[src/rtl/video_timing_pkg.sv]
// ============================================================================
// video_timing_pkg : shared 640x480@60 raster timing and controller states
// Revision 1.0 - initial release
// ============================================================================
`default_nettype none

package video_timing_pkg;

  localparam int H_ACTIVE = 640;
  localparam int H_FP     = 16;
  localparam int H_SYNC   = 96;
  localparam int H_BP     = 48;
  localparam int H_TOTAL  = H_ACTIVE + H_FP + H_SYNC + H_BP;

  localparam int V_ACTIVE = 480;
  localparam int V_FP     = 10;
  localparam int V_SYNC   = 2;
  localparam int V_BP     = 33;
  localparam int V_TOTAL  = V_ACTIVE + V_FP + V_SYNC + V_BP;

  localparam int CNT_W    = 10;

  typedef logic [1:0] state_t;

  localparam state_t ST_IDLE     = 2'd0;
  localparam state_t ST_RUN      = 2'd1;
  localparam state_t ST_STOPPING = 2'd2;

endpackage

`default_nettype wire

[src/rtl/video_timing_ctrl_if.sv]
// ============================================================================
// video_timing_ctrl_if : run request in, sync/active/coordinate stream out
// Revision 1.0 - initial release
// ============================================================================
`default_nettype none

interface video_timing_ctrl_if #(
  parameter int CNT_W = video_timing_pkg::CNT_W
);
  logic             enable;
  logic             hsync;
  logic             vsync;
  logic             video_active;
  logic [CNT_W-1:0] pixel_x;
  logic [CNT_W-1:0] pixel_y;
  logic             frame_start;
  logic             running;

  modport master (
    input  enable,
    output hsync, vsync, video_active, pixel_x, pixel_y, frame_start, running
  );

  modport slave (
    output enable,
    input  hsync, vsync, video_active, pixel_x, pixel_y, frame_start, running
  );
endinterface

`default_nettype wire

[src/rtl/video_timing_ctrl_raster_counter.sv]
// ============================================================================
// raster_counter : horizontal/vertical position counters with wrap flags
// Revision 1.0 - initial release
// ============================================================================
`default_nettype none

module raster_counter #(
  parameter int H_TOTAL = video_timing_pkg::H_TOTAL,
  parameter int V_TOTAL = video_timing_pkg::V_TOTAL,
  parameter int CNT_W   = video_timing_pkg::CNT_W
) (
  input  logic             clk_i,
  input  logic             rst_ni,
  input  logic             en_i,
  input  logic             clr_i,
  output logic [CNT_W-1:0] h_o,
  output logic [CNT_W-1:0] v_o,
  output logic             h_last_o,
  output logic             v_last_o
);

  localparam logic [CNT_W-1:0] C_H_LAST = CNT_W'(H_TOTAL - 1);
  localparam logic [CNT_W-1:0] C_V_LAST = CNT_W'(V_TOTAL - 1);

  logic [CNT_W-1:0] h_q, h_d;
  logic [CNT_W-1:0] v_q, v_d;
  logic             h_last, v_last;

  assign h_last = (h_q == C_H_LAST);
  assign v_last = (v_q == C_V_LAST);

  always_comb begin
    h_d = h_q;
    v_d = v_q;
    if (clr_i) begin
      h_d = '0;
      v_d = '0;
    end else if (en_i) begin
      if (h_last) begin
        h_d = '0;
        v_d = v_last ? '0 : v_q + 1'b1;
      end else begin
        h_d = h_q + 1'b1;
      end
    end
  end

  always_ff @(posedge clk_i) begin
    if (!rst_ni) begin
      h_q <= '0;
      v_q <= '0;
    end else begin
      h_q <= h_d;
      v_q <= v_d;
    end
  end

  assign h_o      = h_q;
  assign v_o      = v_q;
  assign h_last_o = h_last;
  assign v_last_o = v_last;

endmodule

`default_nettype wire

[src/rtl/video_timing_ctrl.sv]
// ============================================================================
// video_timing_ctrl : frame-boundary start/stop raster sequencer with decode
// Revision 1.0 - initial release
// ============================================================================
`default_nettype none

module video_timing_ctrl
  import video_timing_pkg::*;
#(
  parameter int H_ACTIVE = video_timing_pkg::H_ACTIVE,
  parameter int H_FP     = video_timing_pkg::H_FP,
  parameter int H_SYNC   = video_timing_pkg::H_SYNC,
  parameter int H_BP     = video_timing_pkg::H_BP,
  parameter int V_ACTIVE = video_timing_pkg::V_ACTIVE,
  parameter int V_FP     = video_timing_pkg::V_FP,
  parameter int V_SYNC   = video_timing_pkg::V_SYNC,
  parameter int V_BP     = video_timing_pkg::V_BP,
  parameter int CNT_W    = video_timing_pkg::CNT_W
) (
  input  logic                clk_pixel,
  input  logic                rst_n,
  video_timing_ctrl_if.master vt
);

  localparam int LP_H_TOTAL = H_ACTIVE + H_FP + H_SYNC + H_BP;
  localparam int LP_V_TOTAL = V_ACTIVE + V_FP + V_SYNC + V_BP;

  localparam logic [CNT_W-1:0] C_H_ACT = CNT_W'(H_ACTIVE);
  localparam logic [CNT_W-1:0] C_H_SB  = CNT_W'(H_ACTIVE + H_FP);
  localparam logic [CNT_W-1:0] C_H_SE  = CNT_W'(H_ACTIVE + H_FP + H_SYNC);
  localparam logic [CNT_W-1:0] C_V_ACT = CNT_W'(V_ACTIVE);
  localparam logic [CNT_W-1:0] C_V_SB  = CNT_W'(V_ACTIVE + V_FP);
  localparam logic [CNT_W-1:0] C_V_SE  = CNT_W'(V_ACTIVE + V_FP + V_SYNC);

  state_t           state_q, state_d;
  logic [CNT_W-1:0] h_cnt, v_cnt;
  logic             h_last, v_last;
  logic             w_live, w_frame_last, w_vis;

  logic             hsync_q, hsync_d;
  logic             vsync_q, vsync_d;
  logic             active_q, active_d;
  logic [CNT_W-1:0] px_q, px_d;
  logic [CNT_W-1:0] py_q, py_d;
  logic             fs_q, fs_d;
  logic             running_q, running_d;

  assign w_live       = (state_q != ST_IDLE);
  assign w_frame_last = h_last && v_last;

  // Counters are cleared while idle; leaving STOPPING coincides with the natural wrap to 0,0.
  raster_counter #(
    .H_TOTAL (LP_H_TOTAL),
    .V_TOTAL (LP_V_TOTAL),
    .CNT_W   (CNT_W)
  ) u_raster_counter (
    .clk_i    (clk_pixel),
    .rst_ni   (rst_n),
    .en_i     (w_live),
    .clr_i    (!w_live),
    .h_o      (h_cnt),
    .v_o      (v_cnt),
    .h_last_o (h_last),
    .v_last_o (v_last)
  );

  always_comb begin
    state_d = state_q;
    case (state_q)
      ST_IDLE:     if (vt.enable) state_d = ST_RUN;
      ST_RUN:      if (!vt.enable) state_d = ST_STOPPING;
      ST_STOPPING: begin
        if (vt.enable)        state_d = ST_RUN;
        else if (w_frame_last) state_d = ST_IDLE;
      end
      default:     state_d = ST_IDLE;
    endcase
  end

  assign w_vis = w_live && (h_cnt < C_H_ACT) && (v_cnt < C_V_ACT);

  always_comb begin
    hsync_d   = !(w_live && (h_cnt >= C_H_SB) && (h_cnt < C_H_SE));
    vsync_d   = !(w_live && (v_cnt >= C_V_SB) && (v_cnt < C_V_SE));
    active_d  = w_vis;
    px_d      = w_vis ? h_cnt : '0;
    py_d      = w_vis ? v_cnt : '0;
    fs_d      = w_live && (h_cnt == '0) && (v_cnt == '0);
    running_d = w_live;
  end

  always_ff @(posedge clk_pixel) begin
    if (!rst_n) begin
      state_q   <= ST_IDLE;
      hsync_q   <= 1'b1;
      vsync_q   <= 1'b1;
      active_q  <= 1'b0;
      px_q      <= '0;
      py_q      <= '0;
      fs_q      <= 1'b0;
      running_q <= 1'b0;
    end else begin
      state_q   <= state_d;
      hsync_q   <= hsync_d;
      vsync_q   <= vsync_d;
      active_q  <= active_d;
      px_q      <= px_d;
      py_q      <= py_d;
      fs_q      <= fs_d;
      running_q <= running_d;
    end
  end

  assign vt.hsync        = hsync_q;
  assign vt.vsync        = vsync_q;
  assign vt.video_active = active_q;
  assign vt.pixel_x      = px_q;
  assign vt.pixel_y      = py_q;
  assign vt.frame_start  = fs_q;
  assign vt.running      = running_q;

endmodule

`default_nettype wire

[src/flat_wrapper.sv]
// flat-port wrapper written by rule: the top's interface ports become plain ports
module video_timing_ctrl_flat import video_timing_pkg::*;
#(
  parameter int H_ACTIVE = video_timing_pkg::H_ACTIVE,
  parameter int H_FP     = video_timing_pkg::H_FP,
  parameter int H_SYNC   = video_timing_pkg::H_SYNC,
  parameter int H_BP     = video_timing_pkg::H_BP,
  parameter int V_ACTIVE = video_timing_pkg::V_ACTIVE,
  parameter int V_FP     = video_timing_pkg::V_FP,
  parameter int V_SYNC   = video_timing_pkg::V_SYNC,
  parameter int V_BP     = video_timing_pkg::V_BP,
  parameter int CNT_W    = video_timing_pkg::CNT_W
)
  (clk_pixel, rst_n, vt_enable, vt_hsync, vt_vsync, vt_video_active, vt_pixel_x, vt_pixel_y, vt_frame_start, vt_running);
  video_timing_ctrl_if #(.CNT_W(CNT_W)) vt_i ();
  input  logic clk_pixel;
  input  logic rst_n;
  input wire logic [$bits(vt_i.enable)-1:0] vt_enable;
  output wire logic [$bits(vt_i.hsync)-1:0] vt_hsync;
  output wire logic [$bits(vt_i.vsync)-1:0] vt_vsync;
  output wire logic [$bits(vt_i.video_active)-1:0] vt_video_active;
  output wire logic [$bits(vt_i.pixel_x)-1:0] vt_pixel_x;
  output wire logic [$bits(vt_i.pixel_y)-1:0] vt_pixel_y;
  output wire logic [$bits(vt_i.frame_start)-1:0] vt_frame_start;
  output wire logic [$bits(vt_i.running)-1:0] vt_running;
  assign vt_i.enable = vt_enable;
  assign vt_hsync = vt_i.hsync;
  assign vt_vsync = vt_i.vsync;
  assign vt_video_active = vt_i.video_active;
  assign vt_pixel_x = vt_i.pixel_x;
  assign vt_pixel_y = vt_i.pixel_y;
  assign vt_frame_start = vt_i.frame_start;
  assign vt_running = vt_i.running;
  video_timing_ctrl #(.H_ACTIVE(H_ACTIVE), .H_FP(H_FP), .H_SYNC(H_SYNC), .H_BP(H_BP), .V_ACTIVE(V_ACTIVE), .V_FP(V_FP), .V_SYNC(V_SYNC), .V_BP(V_BP), .CNT_W(CNT_W)) u_core (.clk_pixel(clk_pixel), .rst_n(rst_n), .vt(vt_i));
endmodule
[config.mk]
export PLATFORM = sky130hd
export DESIGN_NAME = video_timing_ctrl_flat
export DESIGN_NICKNAME = d
export VERILOG_FILES = /design/src/rtl/video_timing_pkg.sv /design/src/rtl/video_timing_ctrl_if.sv /design/src/rtl/video_timing_ctrl_raster_counter.sv /design/src/rtl/video_timing_ctrl.sv /design/src/flat_wrapper.sv
export SDC_FILE = /design/constraint.sdc
export NUM_CORES = 1
export LEC_CHECK = 0
export BUFFER_PORTS_ARGS = -buffer_cell sky130_fd_sc_hd__buf_2
export CAP_MARGIN = 15
export CORE_AREA = 2 2 63 65
export CTS_CLUSTER_DIAMETER = 50
export DETAILED_ROUTE_END_ITERATION = 12
export DIE_AREA = 0 0 65 67
export PLACE_DENSITY = 0.76
export SYNTH_ARGS = -nofsm -noshare
export SYNTH_HDL_FRONTEND = slang
export SYNTH_SLANG_ARGS = --single-unit
[constraint.sdc]
create_clock -name clk_pixel -period 2.79 [get_ports clk_pixel]
set_input_delay 0.1395 -clock clk_pixel [delete_from_list [all_inputs] [get_ports clk_pixel]]
set_output_delay 0.1395 -clock clk_pixel [all_outputs]
set_load 0.01 [all_outputs]
==> qor.csv <==
metric,value,unit
Setup TNS,0,ns
total setup buffers inserted after CTS,0,
clock power share,0.361,
"Arr. time, crit path",2.54,ns
initial DRC count,65,
CP Data Required Time,2.95,ns
Sink Count,47,
grt ovf,0,
RSZ-0062 raised after global routing,no,
CP Capture Type,register,
worst rel slew slack,0.577,
First-pass DRT Iterations,4,
DP Wirelength,2160,um
initial antenna violation count,0,
Fmax,0.420,GHz
critical path peak fanout,17,
met1 Use GR,0.204,
leakage,0.783,nW
GR peak layer,met2,
Initial Util,0.488,
sequential-to-total area share from yosys stat,0.535,
H-tree Lvls,2,
CTS tree,done,
Mapped Cells,188,
pwr dens,548,mW/mm^2
fin crit share,0.853,
CP startpoint,u_core.u_raster_counter.h_o[0]$_SDFF_PP0_,
GRT Util Overall,0.156,
Worst R2R Path Depth,5,
vias in the first global route,1158,
switch share,0.203,
Final Util,0.558,
Netlist cell types,31,
peak supply drop,0.273,mV
full die area,0.00436,sq mm
Die X,65,um
n_diodes,0,
Vias,1360,
largest net degree at the start of global routing,21,
syn avg cell area,9.36,sq um
minimum clock period,2.38,ns
drt wl/cell,11.8,um
Worst Clk Skew,0.00263,ns
GPL Wtd Cong,0.870,
synthesis-to-finish area growth,14.4,%
vias per cell,5.15,
DRT antenna net count,0,
residual DRC count,0,
Comb power frac,0.024,
Post-CTS Resized,0,
HP Class,in2reg,
GR Util met2,0.237,
CTS max path bufs,2,
hold buffer count at cts,0,
share of layout cells above drive strength 1,0.167,
critical path type,reg2reg,
DRT Wirelength,3120,um
"Hold Violations, Final",0,
"Slew Viols, Final",0,
Reg-to-Reg Start,u_core.u_raster_counter.h_o[0]$_SDFF_PP0_,
Hold Path Stages,3,
Setup crit start kind,register,
Int Power,879,uW
Synthesized Nets,195,
number of port buffers,27,
Seq cells post-synth,47,
max-cap violation count,0,
sw power,224,uW
Hold Startpoint,vt_enable,
Syn Std Cell Area,0.00176,sq mm
final setup vio count,0,
worst slew pin tran,0.631,ns
Die Y,67,um
clock-pin slew on the worst setup and hold paths,0.08,ns
nets@finish,223,
IO Pins,28,
status,completed,
Flop pwr share,0.616,
Skew-Pair Late Insertion Delay,0.29,ns
Ys Warns,0,
CTS buffer count,5,
GRT met3 Usage,0.0456,
first-pass GRT wire length,5150,um
Root Driver,clkbuf_8,
row count,22,
CORE AREA,0.00361,sq mm
-- power by group through the flow --
stage	clock network (mW)	registers, mW	logic (mW)
after global placement	0	0.695	0.0258
after floorplan	0	0.697	0.0139
after CTS	0.410	0.679	0.0263
final	0.398	0.679	0.0260
after detailed placement	0	0.695	0.0263
after global routing	0.436	0.680	0.0301
-- registers in the layout, summed over array words and instances (netlist names) --
signal and cells:
u_core.vt.pixel_x 10, u_core.u_raster_counter.h_o 10, u_core.state_q 2, u_core.vt.pixel_y 10, u_core.vt.frame_start 1, u_core.u_raster_counter.v_o 10, u_core.vt.hsync 1, u_core.vt.video_active 1
u_core.vt.vsync 1, u_core.vt.running 1
-- worst max-delay path: stages (launching register included) --
cell and delay (ns):
dfxtp_1 0.41, ha_1 0.23, nand4_1 0.24, or3_1 0.65, o21ai_1 0.60, nor2_1 0.11
-- final cells by class --
cell class | instances | area (sq um)
Sequential cell | 47 | 941
Clock inverter | 1 | 5.00
Clock buffer | 6 | 82.6
Timing Repair Buffer | 28 | 143
Inverter | 10 | 37.5
Multi-Input combinational cell | 124 | 744
Tap cell | 48 | 60.1
Fill cell | 337 | 1590
-- synthesized netlist by cell type (all sizes together) --
cell,n,area [sq um]
dfxtp,47,941
and2,20,125
nor2,19,71.3
inv,10,37.5
xnor2,10,87.6
a21oi,9,45.0
nand2,8,30.0
nand4,8,50.1
o21ai,7,35.0
and3,6,37.5
nand3,6,30.0
or3,6,42.5
clkbuf,5,20.0
nor4,5,31.3
ha,4,50.1
nor3,3,15.0
buf,2,16.3
nand2b,2,12.5
o31ai,2,15.0
or4,2,15.0
a211o,1,8.76
conb,1,3.75
nand3b,1,7.51
nor2b,1,6.26
nor4b,1,8.76
o211ai,1,7.51
xor2,1,8.76
-- cells in the final DEF, fill, tap and decap left out, drive strengths merged, types with 2 or more instances in the layout --
| cell type | count |
|---|---|
| nand3 | 6 |
| buf | 28 |
| nand2b | 2 |
| nor2 | 19 |
| dfxtp | 47 |
| or3 | 6 |
| nor4 | 5 |
| and2 | 20 |
| a21oi | 9 |
| xnor2 | 10 |
| clkbuf | 6 |
| nor3 | 3 |
| o31ai | 2 |
| ha | 4 |
| o21ai | 7 |
| and3 | 6 |
| nand2 | 8 |
| nand4 | 8 |
| inv | 10 |
| or4 | 2 |
-- per-layer routing --
layer,part of all wire,vias to the layer above
li1,-,686
met3,0.054,6
met1,0.49,626
met4,0.015,0
met5,0,-
met2,0.44,42
-- final timing paths --
path,endpoint,slack (ns)
setup reg to reg,u_core.u_raster_counter.v_o[0]$_SDFFE_PN0P_,0.41
hold reg to reg,u_core.state_q[0]$_SDFFE_PN0P_,0.49
hold / removal,u_core.state_q[0]$_SDFFE_PN0P_,0.07
setup / recovery,u_core.u_raster_counter.v_o[0]$_SDFFE_PN0P_,0.41
-- kinds of logic (layout without fill, tap and decap cells) --
group	after synthesis	count (layout)	share of synthesized area
fa+ha+maj	4	4	0.0285
xor+xnor	11	11	0.0548
other cells	1	1	0.00213
simple gates	88	88	0.275
buf+inv	17	45	0.0420
flops	47	47	0.535
compound gates	20	20	0.0633
-- through the flow --
step	std cells	cell area, sq um	hold WS (ns)	setup slack (ns)	power [mW]
detailed placement	257	1930	0.376	0.436	0.721
floorplan	188	1760	0.256	0.834	0.711
finish	264	2010	0.0652	0.410	1.10
global placement	257	1930	0.369	0.561	0.721
CTS	264	2010	0.0598	0.420	1.12
global route	264	2010	0.0949	0.205	1.15
Power figures use the tool's default switching activity.
